File: config.mk
export PLATFORM = sky130hd
export DESIGN_NAME = cdb_arbiter
export DESIGN_NICKNAME = d
export VERILOG_FILES = /design/src/rtl/cdb_arbiter.sv
export SDC_FILE = /design/constraint.sdc
export NUM_CORES = 1
export LEC_CHECK = 0
export ABC_AREA = 1
export ABC_CLOCK_PERIOD_IN_PS = 3150
export CAP_MARGIN = 40
export CORE_ASPECT_RATIO = 0.9
export CORE_MARGIN = 8
export CORE_UTILIZATION = 45
export DETAILED_ROUTE_END_ITERATION = 8
export PLACE_DENSITY = 0.88
export SYNTH_ARGS = -nofsm -noshare
export SYNTH_HDL_FRONTEND = slang
export SYNTH_SLANG_ARGS = --single-unit
File: constraint.sdc
create_clock -name clk -period 3.15 [get_ports clk]
set_input_delay 0.63 -clock clk [delete_from_list [all_inputs] [get_ports clk]]
set_output_delay 0.63 -clock clk [all_outputs]
set_load 0.02 [all_outputs]
File: src/rtl/cdb_arbiter.sv
// cdb_arbiter: shares the single common data bus (CDB) between out-of-order
// functional units. Each unit hands its result to a one-entry holding slot;
// a round-robin arbiter picks one held slot per cycle and drives it onto the
// registered CDB. A mispredict flush empties every holding slot.
//
// Ports:
//   clk           clock
//   rst           synchronous reset, active-low
//   flush         discard all held results and transfers presented this cycle
//   req_valid     unit i has a completed result
//   req_rob_entry destination ROB entry of unit i
//   req_data      result data of unit i
//   req_ready     slot i accepts this cycle (combinational, valid-independent)
//   cdb_en        CDB carries a valid broadcast (registered)
//   cdb           broadcast payload {rob_entry, rd_data} (registered)
//   cdb_src       index of the requester being broadcast (registered)
//
// NUM_REQ must be at least 2.

package cdb_pkg;
  localparam int ROB_DEPTH = 8;
  localparam int ROB_W     = $clog2(ROB_DEPTH);

  typedef struct packed {
    logic [ROB_W-1:0] rob_entry;
    logic [31:0]      rd_data;
  } cdb_t;
endpackage

module cdb_arbiter #(
  parameter int  NUM_REQ   = 4,
  parameter int  ROB_DEPTH = cdb_pkg::ROB_DEPTH,
  localparam int ROB_W     = $clog2(ROB_DEPTH),
  localparam int SRC_W     = $clog2(NUM_REQ)
) (
  input  logic                            clk,
  input  logic                            rst,
  input  logic                            flush,
  input  logic [NUM_REQ-1:0]              req_valid,
  input  logic [NUM_REQ-1:0][ROB_W-1:0]   req_rob_entry,
  input  logic [NUM_REQ-1:0][31:0]        req_data,
  output logic [NUM_REQ-1:0]              req_ready,
  output logic                            cdb_en,
  output cdb_pkg::cdb_t                   cdb,
  output logic [SRC_W-1:0]                cdb_src
);

  logic [NUM_REQ-1:0]            r_hold_v;
  logic [NUM_REQ-1:0][ROB_W-1:0] r_hold_rob;
  logic [NUM_REQ-1:0][31:0]      r_hold_data;
  logic [SRC_W-1:0]              r_rr_ptr;
  logic                          r_cdb_en;
  cdb_pkg::cdb_t                 r_cdb;
  logic [SRC_W-1:0]              r_cdb_src;

  logic                          w_grant_v;
  logic [SRC_W-1:0]              w_grant_idx;
  logic [SRC_W-1:0]              w_next_ptr;
  logic [NUM_REQ-1:0]            w_grant;
  logic [NUM_REQ-1:0]            w_ready;
  logic [NUM_REQ-1:0]            w_accept;

  // Round-robin search starting at r_rr_ptr. The scan runs from the farthest
  // offset to the nearest, so the nearest held slot is the last one written.
  always_comb begin
    int idx;
    // NOTE: every always_comb output gets a default first so no path leaves it
    // unassigned, which would otherwise infer a latch.
    w_grant_v   = 1'b0;
    w_grant_idx = '0;
    idx         = 0;
    for (int k = NUM_REQ - 1; k >= 0; k--) begin
      idx = int'(r_rr_ptr) + k;
      if (idx >= NUM_REQ) idx = idx - NUM_REQ;
      if (r_hold_v[SRC_W'(idx)]) begin
        w_grant_v   = 1'b1;
        w_grant_idx = SRC_W'(idx);
      end
    end
  end

  assign w_grant    = w_grant_v ? (NUM_REQ'(1) << w_grant_idx) : '0;
  assign w_next_ptr = (w_grant_idx == SRC_W'(NUM_REQ - 1)) ? '0
                                                           : w_grant_idx + SRC_W'(1);

  // A slot draining this cycle can be refilled on the same edge, which gives a
  // lone streaming unit one broadcast per cycle.
  assign w_ready  = ~r_hold_v | w_grant;
  assign w_accept = req_valid & w_ready;

  // Control state: reset takes priority over flush, flush over normal operation.
  always_ff @(posedge clk) begin
    // NOTE: sequential state uses non-blocking assignments so every register
    // samples the pre-edge values regardless of statement order.
    if (!rst) begin
      r_hold_v  <= '0;
      r_rr_ptr  <= '0;
      r_cdb_en  <= 1'b0;
      r_cdb     <= '0;
      r_cdb_src <= '0;
    end else if (flush) begin
      // Transfers presented this cycle are dropped; rr_ptr and the last
      // payload are left alone.
      r_hold_v <= '0;
      r_cdb_en <= 1'b0;
    end else begin
      // A refill on the granted slot wins over the clear.
      r_hold_v <= (r_hold_v & ~w_grant) | w_accept;
      r_cdb_en <= w_grant_v;
      if (w_grant_v) begin
        r_cdb.rob_entry <= r_hold_rob[w_grant_idx];
        r_cdb.rd_data   <= r_hold_data[w_grant_idx];
        r_cdb_src       <= w_grant_idx;
        r_rr_ptr        <= w_next_ptr;
      end
    end
  end

  // NOTE: the payload storage has no reset; it is only ever read while the
  // matching r_hold_v bit is set, and that bit is reset.
  always_ff @(posedge clk) begin
    for (int i = 0; i < NUM_REQ; i++) begin
      if (w_accept[i]) begin
        r_hold_rob[i]  <= req_rob_entry[i];
        r_hold_data[i] <= req_data[i];
      end
    end
  end

  assign req_ready = w_ready;
  assign cdb_en    = r_cdb_en;
  assign cdb       = r_cdb;
  assign cdb_src   = r_cdb_src;

endmodule

# == After elaboration in Yosys (flattened, before gate mapping) ==
# Index checks and enable logic that the tools add are counted.
# totals
regBits,184
out_inout_bits,42
wordCells,73
# op_classes
addsub,8
order_cmp,9
eq_ne,1
shifts,1
mux,30
bitwise_logic,8
reduce_logical,2
# ops
cell,count
$bmux W32 S2,1
$mux W32,1
$mux W2,9
$lt A2 B4 Y1 const B,4
$mux W1,12
$ge A3 B3 Y1 const B,3
$and A4 B4 Y4,2
$bmux W1 S2,4
$not A4 Y4,2
$or A4 B4 Y4,2
$sub A2 B1 Y2 const B,4
$add A2 B2 Y3 const B,2
$bmux W3 S2,1
$mux W4,1
$shl A1 B2 Y4 const A,1
$add A2 B1 Y3 const B,1
$ge A2 B3 Y1 const B,1
$lt A2 B3 Y1 const B,1
$mux W3,1
$add A2 B1 Y2 const B,1
$eq A2 B2 Y1 const B,1
$not A1 Y1,2
$reduce_and A2 Y1,1
$reduce_or A2 Y1,1

# == Longest topological paths before layout ==
# Gate-level depths: netlist of the first run.
# logic_depth
depth_word,15
depth_mapped,15
depth_no_buf,13

# == Worst setup path after synthesis of the first run ==
# OpenSTA, ideal clock, no wires.
# synth_timing
path_type,register to register
from,register r_rr_ptr[0]
to,register r_hold_data[0] in the netlist's numbering (enable)
arrival_ns,3.097
setup_slack_ns,-0.374
stages_incl_launch_ff,13
synth_period_minus_slack_ns,3.524
path_cell_list,dfxtp_1 buf_4 nand2_1 nand2_1 nor2_1 nor2_2 inv_1 nand3_1 nand2_2 nand2_1 o21ai_1 inv_1 nor2_1
# synth_between
elab_chain_cells,14
word_cells_on_any_way,39
classes_between,add/sub (7); order compare (4); shift (1); mux (25); bitwise (2)
# synth_rtl
item,line,source
from (decl),51,logic [SRC_W-1:0] r_rr_ptr;
from (signal assigned),114,r_rr_ptr <= w_next_ptr;
$add A2 B2 Y3,73,idx = int'(r_rr_ptr) + k;
$ge A3 B3 Y1 or $sub A2 B1 Y2 (tied branches),74,if (idx >= NUM_REQ) idx = idx - NUM_REQ;
$mux W2,74,
$bmux W1 S2,75,if (r_hold_v[SRC_W'(idx)]) begin
$mux W1 (not written as such) (2 in a row),75,
$mux W2 (4 in a row),75,
$shl A1 B2 Y4,82,assign w_grant = w_grant_v ? (NUM_REQ'(1) << w_grant_idx) : '0;
$mux W4 (*),82,
$or A4 B4 Y4 (*),88,assign w_ready = ~r_hold_v | w_grant;
net req_ready[0],42,"output logic [NUM_REQ-1:0] req_ready,"
$and A4 B4 Y4 (*),89,assign w_accept = req_valid & w_ready;
net w_accept[0],61,logic [NUM_REQ-1:0] w_accept;
"to (signal, indexed assignment)",125,r_hold_data[i] <= req_data[i];
to (decl),50,logic [NUM_REQ-1:0][31:0] r_hold_data;
# Mark *: on every way through the listed nets, which the timed path passes. The rest lies on a longest branch. The select of a mux whose other input is x is not followed.
# A chain may end at the register's enable or synchronous reset.

# == Worst setup path in the final report of the first run ==
# layout_timing
from,register r_rr_ptr[0]
to,output req_ready[2]
# layout_between
elab_chain_cells,13
word_cells_on_any_way,38
classes_between,add/sub (7); order compare (4); shift (1); mux (25); bitwise (1)
# layout_rtl
item,line
$add A2 B2 Y3,73
$ge A3 B3 Y1 or $sub A2 B1 Y2 (tied branches),74
$mux W2,74
$bmux W1 S2,75
$mux W1 (not written as such) (2 in a row),75
$mux W2 (4 in a row),75
$shl A1 B2 Y4,82
$mux W4 (*),82
$or A4 B4 Y4 (*),88
to (decl),42
# Mark *: on every way between the ends. The rest lies on a longest branch, timed or not. The select of a mux whose other input is x is not followed.

==> results of run 1 <==
per-layer routing:
| metal | vias up | wire length (µm) | part of all wire [%] | track usage, % |
|---|---|---|---|---|
| li1 | 2832 | - | - | - |
| met1 | 2711 | 7820 | 38 | 21.6 |
| met2 | 261 | 10700 | 52 | 34.0 |
| met3 | 45 | 1400 | 6.8 | 5.01 |
| met4 | 0 | 572 | 2.8 | 7.75 |
| met5 | - | 0 | 0 | 0 |
power by group through the flow:
stage / Sequential (mW) / Combinational [mW] / Clock, mW
after floorplan: 3.04 / 0.821 / 0
after global placement: 2.96 / 1.44 / 0
after detailed placement: 2.97 / 1.48 / 0
after CTS: 2.92 / 1.49 / 2.22
after global routing: 2.94 / 1.63 / 2.32
final: 2.92 / 1.49 / 2.19
cells in the final DEF, fill, tap and decap left out, types with 2 or more instances in the layout:
cell,synthesis,layout
a21oi_1,22,21
dlygate4sd2_1,0,3
nand3_2,2,2
clkbuf_16,0,17
edfxtp_1,140,140
o21ai_2,2,2
nand3_1,134,134
buf_4,8,14
nand2_4,2,2
clkinv_8,0,3
nand2_1,145,145
inv_1,113,112
clkdlybuf4s50_1,0,184
buf_12,0,2
nand2_2,5,5
dfxtp_1,44,43
o21ai_0,2,2
inv_6,0,3
inv_8,0,6
nor2_1,95,91
inv_2,5,6
o21ai_1,4,4
nor2_4,2,6
state kept, by name, summed over array words and instances, names as in the netlist:
signal       flops
cdb             35
cdb_en           1
cdb_src          2
r_hold_data    128
r_hold_rob      12
r_hold_v         4
r_rr_ptr         2
worst max-delay path, stage by stage (launching register included):
cell,delay (ns)
dfxtp_2,0.39
buf_4,0.18
nand2_1,0.07
nand3_1,0.11
o21ai_1,0.07
nand2_1,0.08
nand2_1,0.08
nand2_2,0.09
buf_6,0.24
inv_2,0.06
o21ai_2,0.14
dlygate4sd2_1,0.40
per-stage QoR:
stage / worst slack [ns] / total power, mW / utilization [%] / hold slack, ns
6_report: 0.187 / 6.60 / 61.8 / 0.481
5_1_grt: 0.0151 / 6.88 / 61.8 / 0.502
3_3_place_gp: 0.257 / 4.39 / 58.1 / 0.452
4_1_cts: 0.0476 / 6.63 / 61.8 / 0.481
3_5_place_dp: 0.117 / 4.45 / 58.1 / 0.457
2_1_floorplan: 0.186 / 3.86 / - / 0.445
final cells by class:
type / instances / area share [%]
flip-flops and latches: 184 / 49.2
clock buffers: 17 / 4.12
well taps: 211 / 2.55
clock inverters: 15 / 1.83
inverters: 118 / 4.29
multi-input cells: 419 / 18.4
repair buffers: 205 / 19.6
cells by family after synthesis:
| kind of cell | after synthesis | share of synthesized area (%) |
|---|---|---|
| buf+inv | 154 | 9.03 |
| flops | 184 | 66.6 |
| simple gates | 386 | 21.9 |
| fa+ha+maj | 1 | 0.164 |
| compound gates | 32 | 2.25 |
cells in the mapped netlist:
library cell and instances:
o21ai_0 2, buf_4 8, nand2_1 145, nand3_2 2
o21ai_2 2, nand2_2 5, o21ai_1 4, nand2_4 2
buf_2 17, nor2_2 1, dfxtp_1 44, nor2_1 95
buf_6 8, clkbuf_1 3, a21oi_1 22, nand3_1 134
inv_2 5, o22ai_1 1, o211ai_1 1, nor2_4 2
ha_1 1, inv_1 113, edfxtp_1 140
worst max path at each step:
stage | startpoint | to | cells past startpoint
floorplan | r_rr_ptr[0]$_SDFFE_PN0P_ | r_hold_data[0]$_DFFE_PP_ | 12
finish | r_rr_ptr[0]$_SDFFE_PN0P_ | req_ready[2] | 11
detailed placement | r_rr_ptr[0]$_SDFFE_PN0P_ | req_ready[3] | 12
global placement | r_rr_ptr[0]$_SDFFE_PN0P_ | req_ready[3] | 12
CTS | r_rr_ptr[0]$_SDFFE_PN0P_ | req_ready[3] | 12
global route | r_rr_ptr[0]$_SDFFE_PN0P_ | req_ready[0] | 12
repair_timing:
item	in CTS	in global routing
pin swaps	0	1
gates resized for setup	6	5
hold endpoints to repair	0	0
endpoints found under the setup margin	4	4
==> out/results.tsv, run 1 <==
stage	metric	value	unit
clock_network	cts_hold_buf	0	
yosys	avgSynthCellArea	10.1	µm²
power	power_switching	2.03	mW
place	io_buffers	188	
timing	slew_headroom	49.4	%
grt	grt_max_degree	52	
clock_network	clkTransAtPathRegs	0.07	ns
drt	drt.antenna.violating_nets	0	
clock_network	insertion_delay	0.43	ns
place	globalplace.congestion	0.916	
timing	fin_crit_sh	94.0	%
min_path	hold_start	r_hold_data[71]$_DFFE_PP_	
timing	finalSetupViolCount	0	
cells_and_area	nNetsFinal	1093	
setup_path	critical_path_class	reg -> out	
clock_network	cts.sinks	184	
timing	fin_skew	0.0126	ns
power	comb_power_share	22.5	%
clock_network	cts_buffer_depth	2	
power	clock_power_share	33.3	%
timing	worstMarginPinSlew	0.757	ns
clock_network	root_buffer	clkbuf_16	
yosys	synth_cell_types	23	
setup_path	crit_required	2.52	ns
setup_path	worst_r2r_endpoint	cdb[32]$_SDFFE_PN0P_	
floorplanning	ioPinCount	189	
drt	vias	5849	
clock_network	postCtsSetupRepairBufs	0	
cells_and_area	finish.instance_area	10300	µm²
clock_network	cts_inserted_buffers	17	
run_status	outcome	complete, no violations	
setup_path	end_kind	primary output	
drt	drc_errors	0	
yosys	synth_area	7630	µm²
grt	antenna_found_initial	0	
yosys	synth_fp_nets	905	
grt	grt-ovfl-total	0	
drt	vias_per_cell	5.00	
clock_network	cts_tree	built	
floorplanning	die-area	21400	µm²
drt	post_drt_wl_per_cell	17.5	µm
floorplanning	fp.dieH	140	µm
power	sw_frac_of_total	30.7	%
power	seqPwrFrac	44.2	%
setup_path	regToRegStartpoint	r_rr_ptr[0]$_SDFFE_PN0P_	
yosys	synth_top_area_share	55.1	%
floorplanning	core	16700	µm²
power	vdd_drop_max	0.354	mV
floorplanning	std_cell_rows	45	
place	dp_cells	1137	
yosys	postSynthCellCount	757	
cells_and_area	multi_input_area	1900	µm²
place	place_area	9710	µm²
power	power_density	639	nW/µm²
timing	hold_violations	0	
yosys	synth_area_leaders	edfxtp_1 (55%), dfxtp_1 (12%), nand3_1 (8.8%)	
floorplanning	initial_core_util	45.6	%
grt	track_usage	19.1	%
setup_path	cp_max_fo	23	
cells_and_area	drive_gt1_share	7.93	%
cells_and_area	regArea	5090	µm²
grt	grt_first_pass_wirelength	31.7	mm
drt	wl	20.5	mm
yosys	yosysWarnings	0	
setup_path	arrival	2.33	ns
drt	dr.pass1.iters	6	
power	p_int	4.57	mW
timing	drv_slew	0	
min_path	min_to	cdb[7]$_SDFFE_PN0P_	
cells_and_area	area_growth_syn_to_layout	35.4	%
setup_path	regToRegSetupSlack	0.60	ns
min_path	hold_depth	2	
clock_network	htree_levels	4	
yosys	synth_area_leader_cell	edfxtp_1	
yosys	synth-seq-area-share	66.6	%
power	leakagePower	4.28	nW
yosys	ys_ff_latch	184	
setup_path	startpoint_type	flop	
timing	post-route-min-period	2.96	ns
timing	rsz0062_at_grt	false	
grt	grt_pass1_vias	5894	
drt	drt_iter0_drc	460	
min_path	hold_path.class	reg -> reg	
floorplanning	die_w	153	µm
job	max_cap_viol_count	0	
setup_path	reg2reg_depth	14	
timing	max_freq	338	MHz
timing	fin_setup_tns	0	ns
cells_and_area	fillers	1318	
place	place_hpwl	14.3	mm
cells_and_area	final_cells	1169	
cells_and_area	num_antenna_cells	0	
(Power assumes the default switching activity.)
==> run 2: changes to the inputs <==
--- a/constraint.sdc
+++ b/constraint.sdc
@@ -3,2 +3,2 @@
 set_output_delay 0.63 -clock clk [all_outputs]
-set_load 0.02 [all_outputs]
+set_load 0.01 [all_outputs]
==> out/results.tsv, run 2 (same netlist as run 1, synthesis figures left out) <==
stage	metric	value	unit	change
run_status	outcome	complete, no violations		
timing	hold_violations	0		unchanged
floorplanning	initial_core_util	45.6	%	unchanged
setup_path	max_stage_delay	0.39	ns	about the same
min_path	min_to	cdb[24]$_SDFFE_PN0P_		
floorplanning	core	16700	µm²	unchanged
cells_and_area	nNetsFinal	1092		-0.091%
clock_network	clkTransAtPathRegs	0.07	ns	about the same
clock_network	cts_buffer_depth	2		unchanged
drt	post_drt_wl_per_cell	17.0	µm	-3.0%
cells_and_area	finish.instance_area	10400	µm²	+0.35%
setup_path	reg2reg_depth	14		unchanged
timing	post-route-min-period	2.98	ns	+0.0162 ns
timing	fin_skew	0.0116	ns	-0.00105 ns
grt	antenna_found_initial	0		unchanged
setup_path	cp_max_fo	7		-70%
power	clock_power_share	33.6	%	+0.3 points
setup_path	regToRegStartpoint	r_rr_ptr[0]$_SDFFE_PN0P_		
drt	drt.antenna.violating_nets	0		unchanged
clock_network	cts.sinks	184		unchanged
setup_path	worst_r2r_endpoint	r_hold_data[101]$_DFFE_PP_		
cells_and_area	drive_gt1_share	7.94	%	+0.0083 points
timing	fin_crit_sh	94.6	%	+0.51 points
setup_path	crit_required	2.52	ns	about the same
timing	max_freq	336	MHz	-0.54%
drt	vias	5788		-1.0%
clock_network	root_buffer	clkbuf_16		
setup_path	critical_path_class	reg -> out		
power	power_switching	1.95	mW	-3.7%
floorplanning	ioPinCount	189		unchanged
cells_and_area	fillers	1308		-0.76%
cells_and_area	regArea	5090	µm²	unchanged
place	place_area	9710	µm²	about the same
drt	drt_iter0_drc	322		-30%
floorplanning	std_cell_rows	45		unchanged
cells_and_area	layout_commonest_cell	clkdlybuf4s50_1		
setup_path	cp_cell_sequence	buf_4 > nand2_1 > nand2_1 > nand3_1 > nand3_2 > nand2_2 > nand2_2 > nand2_4 > ha_1 > a21oi_2 > inv_1 > dlygate4sd2_1		
power	power_density	629	nW/µm²	-1.4%
setup_path	crit_start	r_rr_ptr[0]$_SDFFE_PN0P_		
timing	rsz0062_at_grt	false		
power	p_int	4.58	mW	about the same
cells_and_area	num_antenna_cells	0		unchanged
min_path	hold_depth	2		unchanged
power	seqPwrFrac	44.7	%	+0.5 points
cells_and_area	regMostFlops	r_hold_data		
clock_network	cts_inserted_buffers	17		unchanged
timing	finalSetupViolCount	0		unchanged
setup_path	arrival	2.35	ns	+0.02 ns
clock_network	cts_hold_buf	0		unchanged
drt	wl	19.8	mm	-3.1%
clock_network	htree_levels	4		unchanged
power	comb_power_share	21.8	%	-0.7 points
clock_network	cts_tree	built		
cells_and_area	largest_reg_flops	128		unchanged
drt	drc_errors	0		unchanged
grt	grt-ovfl-total	0		unchanged
power	sw_frac_of_total	29.9	%	-0.81 points
power	vdd_drop_max	0.374	mV	+5.7%
clock_network	insertion_delay	0.44	ns	about the same
setup_path	end_kind	primary output		
cells_and_area	finish.utilization	62.0	%	+0.22 points
floorplanning	die-area	21400	µm²	unchanged
cells_and_area	multi_input_area	1900	µm²	unchanged
min_path	hold_path.class	reg -> reg		
floorplanning	fp.dieH	140	µm	unchanged
timing	drv_slew	0		unchanged
place	io_buffers	188		unchanged
timing	setup_ws	0.171	ns	-0.0162 ns
power	leakagePower	4.29	nW	+0.15%
timing	fin_setup_tns	0	ns	unchanged
drt	vias_per_cell	4.96		-0.96%
place	post-place-ws	0.209	ns	+0.0920 ns
grt	grt_first_pass_wirelength	30.8	mm	-2.8%
grt	grt_max_degree	52		unchanged
cells_and_area	layout_common_cells	clkdlybuf4s50_1 (184), nand2_1 (145), edfxtp_1 (140)		
setup_path	startpoint_type	flop		
drt	dr.pass1.iters	5		-1
timing	worstMarginPinSlew	0.783	ns	+0.0255 ns
cells_and_area	area_growth_syn_to_layout	35.9	%	
place	globalplace.congestion	0.929		+1.5%
timing	slew_headroom	47.7	%	-1.7 points
grt	track_usage	18.5	%	-0.62 points
floorplanning	die_w	153	µm	unchanged
min_path	hold_start	r_hold_data[88]$_DFFE_PP_		
setup_path	critical-path-slowest-cell	dfxtp_2		
setup_path	regToRegSetupSlack	0.64	ns	+0.04 ns
place	place_hpwl	13.9	mm	-2.9%
job	max_cap_viol_count	0		unchanged
grt	grt_pass1_vias	5838		-0.95%
-- run 2: critical path, delay by kind of cell (launching register included) --
kind	cells	cell delay, ns
AOI/OAI and AO/OA	1	0.17
adders and majority gates	1	0.21
buffers and inverters	3	0.56
DFF	1	0.39
and+or+nand+nor	7	0.59
-- run 2: worst max-delay path by stage --
stage	cells after the start	end
2_1_floorplan	13	r_hold_data[100]$_DFFE_PP_
3_3_place_gp	12	req_ready[3]
3_5_place_dp	12	req_ready[3]
4_1_cts	11	req_ready[1]
5_1_grt	12	req_ready[3]
6_report	12	req_ready[3]
-- run 2: power groups by stage --
stage	clock, mW	combinational, mW	sequential (mW)
2_1_floorplan	0	0.818	2.99
3_3_place_gp	0	1.38	2.96
3_5_place_dp	0	1.42	2.97
4_1_cts	2.23	1.43	2.92
5_1_grt	2.32	1.57	2.94
6_report	2.19	1.42	2.92
-- run 2: routing by layer --
layer	global-route usage [%]	wire [µm]	share of wire, %	vias to the layer above
li1	-	-	-	2833
met1	20.9	7670	39	2696
met2	32.8	10400	52	232
met3	5.01	1370	6.9	27
met4	7.44	418	2.1	0
met5	0	0	0	-
-- run 2: layout make-up --
type                            instances  share of cell area [%]
Tap cell                              211                    2.55
Inverter                              118                    4.27
Sequential cell                       184                    49.0
Timing Repair Buffer                  204                    19.7
Clock buffer                           17                    4.10
Clock inverter                         15                    2.01
Multi-Input combinational cell        419                    18.3
-- run 2: repair_timing --
item                                    in CTS  in global routing
pin swaps                                    0                  1
setup buffers                                0                  1
cloned                                       0                  0
gates resized for setup                      7                  3
endpoints found under the hold margin        0                  0
endpoints found under the setup margin       4                  3
-- run 2: stage by stage --
step	hold slack [ns]	power, mW	std cells
CTS	0.481	6.58	1167
detailed placement	0.461	4.39	1135
global placement	0.452	4.34	1135
global route	0.523	6.83	1168
finish	0.479	6.53	1168
floorplan	0.445	3.81	757
==> run 3: changes to the inputs <==
--- a/constraint.sdc
+++ b/constraint.sdc
@@ -3,2 +3,2 @@
 set_output_delay 0.63 -clock clk [all_outputs]
-set_load 0.01 [all_outputs]
+set_load 0.1 [all_outputs]
==> out/results.tsv, run 3 (same netlist as run 1, synthesis figures left out) <==
stage	metric	value	unit	change
timing	fin_skew	0.0136	ns	+0.00204 ns
floorplanning	die-area	21400	µm²	unchanged
cells_and_area	drive_gt1_share	12.1	%	+4.2 points
cells_and_area	nNetsFinal	1090		-0.18%
job	max_cap_viol_count	0		unchanged
clock_network	htree_levels	4		unchanged
min_path	hold_depth	2		unchanged
timing	slew_headroom	48.0	%	+0.27 points
timing	hold_violations	0		unchanged
drt	vias	5812		+0.41%
place	place_hpwl	14.2	mm	+2.3%
grt	grt_first_pass_wirelength	32.3	mm	+5.0%
cells_and_area	regMostFlops	r_hold_data		
drt	drt_iter0_drc	542		+68%
place	globalplace.congestion	0.805		-13%
clock_network	root_buffer	clkbuf_16		
clock_network	clkTransAtPathRegs	0.07	ns	about the same
drt	post_drt_wl_per_cell	17.7	µm	+4.1%
setup_path	critical-path-slowest-cell	dfxtp_4		
power	leakagePower	4.36	nW	+1.6%
clock_network	cts_inserted_buffers	17		unchanged
setup_path	cp_max_fo	15		+8
drt	vias_per_cell	4.98		+0.59%
floorplanning	ioPinCount	189		unchanged
cells_and_area	final_cells	1166		-0.17%
grt	grt-ovfl-total	0		unchanged
grt	grt_max_degree	39		-25%
cells_and_area	largest_reg_flops	128		unchanged
floorplanning	die_w	153	µm	unchanged
setup_path	arrival	2.33	ns	-0.02 ns
clock_network	cts.sinks	184		unchanged
clock_network	insertion_delay	0.44	ns	about the same
floorplanning	std_cell_rows	45		unchanged
grt	track_usage	19.5	%	+1.0 points
power	vdd_drop_max	0.461	mV	+23%
cells_and_area	area_growth_syn_to_layout	34.7	%	
setup_path	critical_path_class	reg -> out		
floorplanning	core	16700	µm²	unchanged
run_status	outcome	complete, no violations		
place	post-place-ws	0.0688	ns	-0.140 ns
drt	wl	20.6	mm	+3.9%
clock_network	cts_tree	built		
floorplanning	initial_core_util	45.6	%	unchanged
floorplanning	fp.dieH	140	µm	unchanged
cells_and_area	num_antenna_cells	0		unchanged
place	place_area	9660	µm²	-0.52%
cells_and_area	finish.instance_area	10300	µm²	-0.90%
grt	antenna_found_initial	0		unchanged
timing	fin_crit_sh	94.0	%	-0.61 points
place	io_buffers	188		unchanged
setup_path	max_stage_delay	0.44	ns	+0.05 ns
clock_network	cts_hold_buf	0		unchanged
timing	rsz0062_at_grt	false		
timing	drv_slew	0		unchanged
drt	dr.pass1.iters	5		unchanged
min_path	hold_path.class	reg -> reg		
timing	post-route-min-period	2.96	ns	-0.0191 ns
timing	setup_ws	0.190	ns	+0.0191 ns
grt	grt_pass1_vias	6163		+5.6%
setup_path	cp_cell_sequence	inv_4 > nand2_1 > nand3_1 > o21ai_1 > nand2_1 > nand2_1 > nand2_4 > ha_1 > a21oi_2 > inv_1 > buf_12		
cells_and_area	layout_common_cells	clkdlybuf4s50_1 (146), nand2_1 (145), edfxtp_1 (140)		
power	power_density	675	nW/µm²	+7.2%
timing	finalSetupViolCount	0		unchanged
cells_and_area	layout_commonest_cell	clkdlybuf4s50_1		
setup_path	reg2reg_depth	13		-1
timing	max_freq	338	MHz	+0.64%
drt	drt.antenna.violating_nets	0		unchanged
clock_network	cts_buffer_depth	2		unchanged
setup_path	end_kind	primary output		
timing	worstMarginPinSlew	0.779	ns	-0.00406 ns
setup_path	crit_top_cell	nand2_1		
setup_path	startpoint_type	flop		
drt	drc_errors	0		unchanged
power	power.total	6.94	mW	+6.3%
setup_path	crit_required	2.52	ns	about the same
timing	fin_setup_tns	0	ns	unchanged
place	dp_cells	1133		-0.18%
## run 3: area by class of cell
type                       instances  area, µm²
clock buffer                      19        453
timing repair buffer             202       1980
fill                            1291       6440
tap                              211        264
clock inverter                    13        133
sequential                       184       5090
multi-input combinational        419       1910
inverter                         118        445
## run 3: worst max-delay path: cells and delay by family (launching register included)
kind / cells / cell delay [ns]
AND/OR/NAND/NOR: 5 / 0.51
flip-flops: 1 / 0.44
buffers and inverters: 3 / 0.35
AO/OA/AOI/OAI: 2 / 0.31
adder cells (fa/ha/maj): 1 / 0.27
## run 3: final timing paths
| check | start | end | slack, ns |
|---|---|---|---|
| max | r_rr_ptr[0]$_SDFFE_PN0P_ | req_ready[3] | 0.19 |
| min | r_hold_data[92]$_DFFE_PP_ | cdb[28]$_SDFFE_PN0P_ | 0.47 |
| min reg2reg | r_hold_data[92]$_DFFE_PP_ | cdb[28]$_SDFFE_PN0P_ | 0.47 |
| max reg2reg | r_hold_v[0]$_SDFF_PP0_ | r_hold_data[99]$_DFFE_PP_ | 0.59 |
## run 3: per-layer routing
layer	GRT usage [%]	part of all wire, %	routed length (µm)
met1	22.2	39	8130
met2	33.9	51	10500
met3	5.26	6.3	1310
met4	8.64	3.3	680
met5	0	0	0
## run 3: timing repair
item	in CTS	in global routing
buffers inserted	0	1
setup endpoints to repair	1	1
resized for setup	5	2
cloned	0	0
pin swaps	0	1
## run 3: per-stage QoR
step | hold WS, ns | util [%]
finish | 0.472 | 61.5
global route | 0.504 | 61.5
CTS | 0.469 | 61.4
detailed placement | 0.457 | 57.8
global placement | 0.450 | 57.8
floorplan | 0.445 | -
## run 3: power breakdown
part | switching, mW | leakage, nW | internal (mW)
registers | 0.0874 | 1.72 | 2.84
logic | 1.36 | 2.35 | 0.570
clock network | 0.993 | 0.285 | 1.09
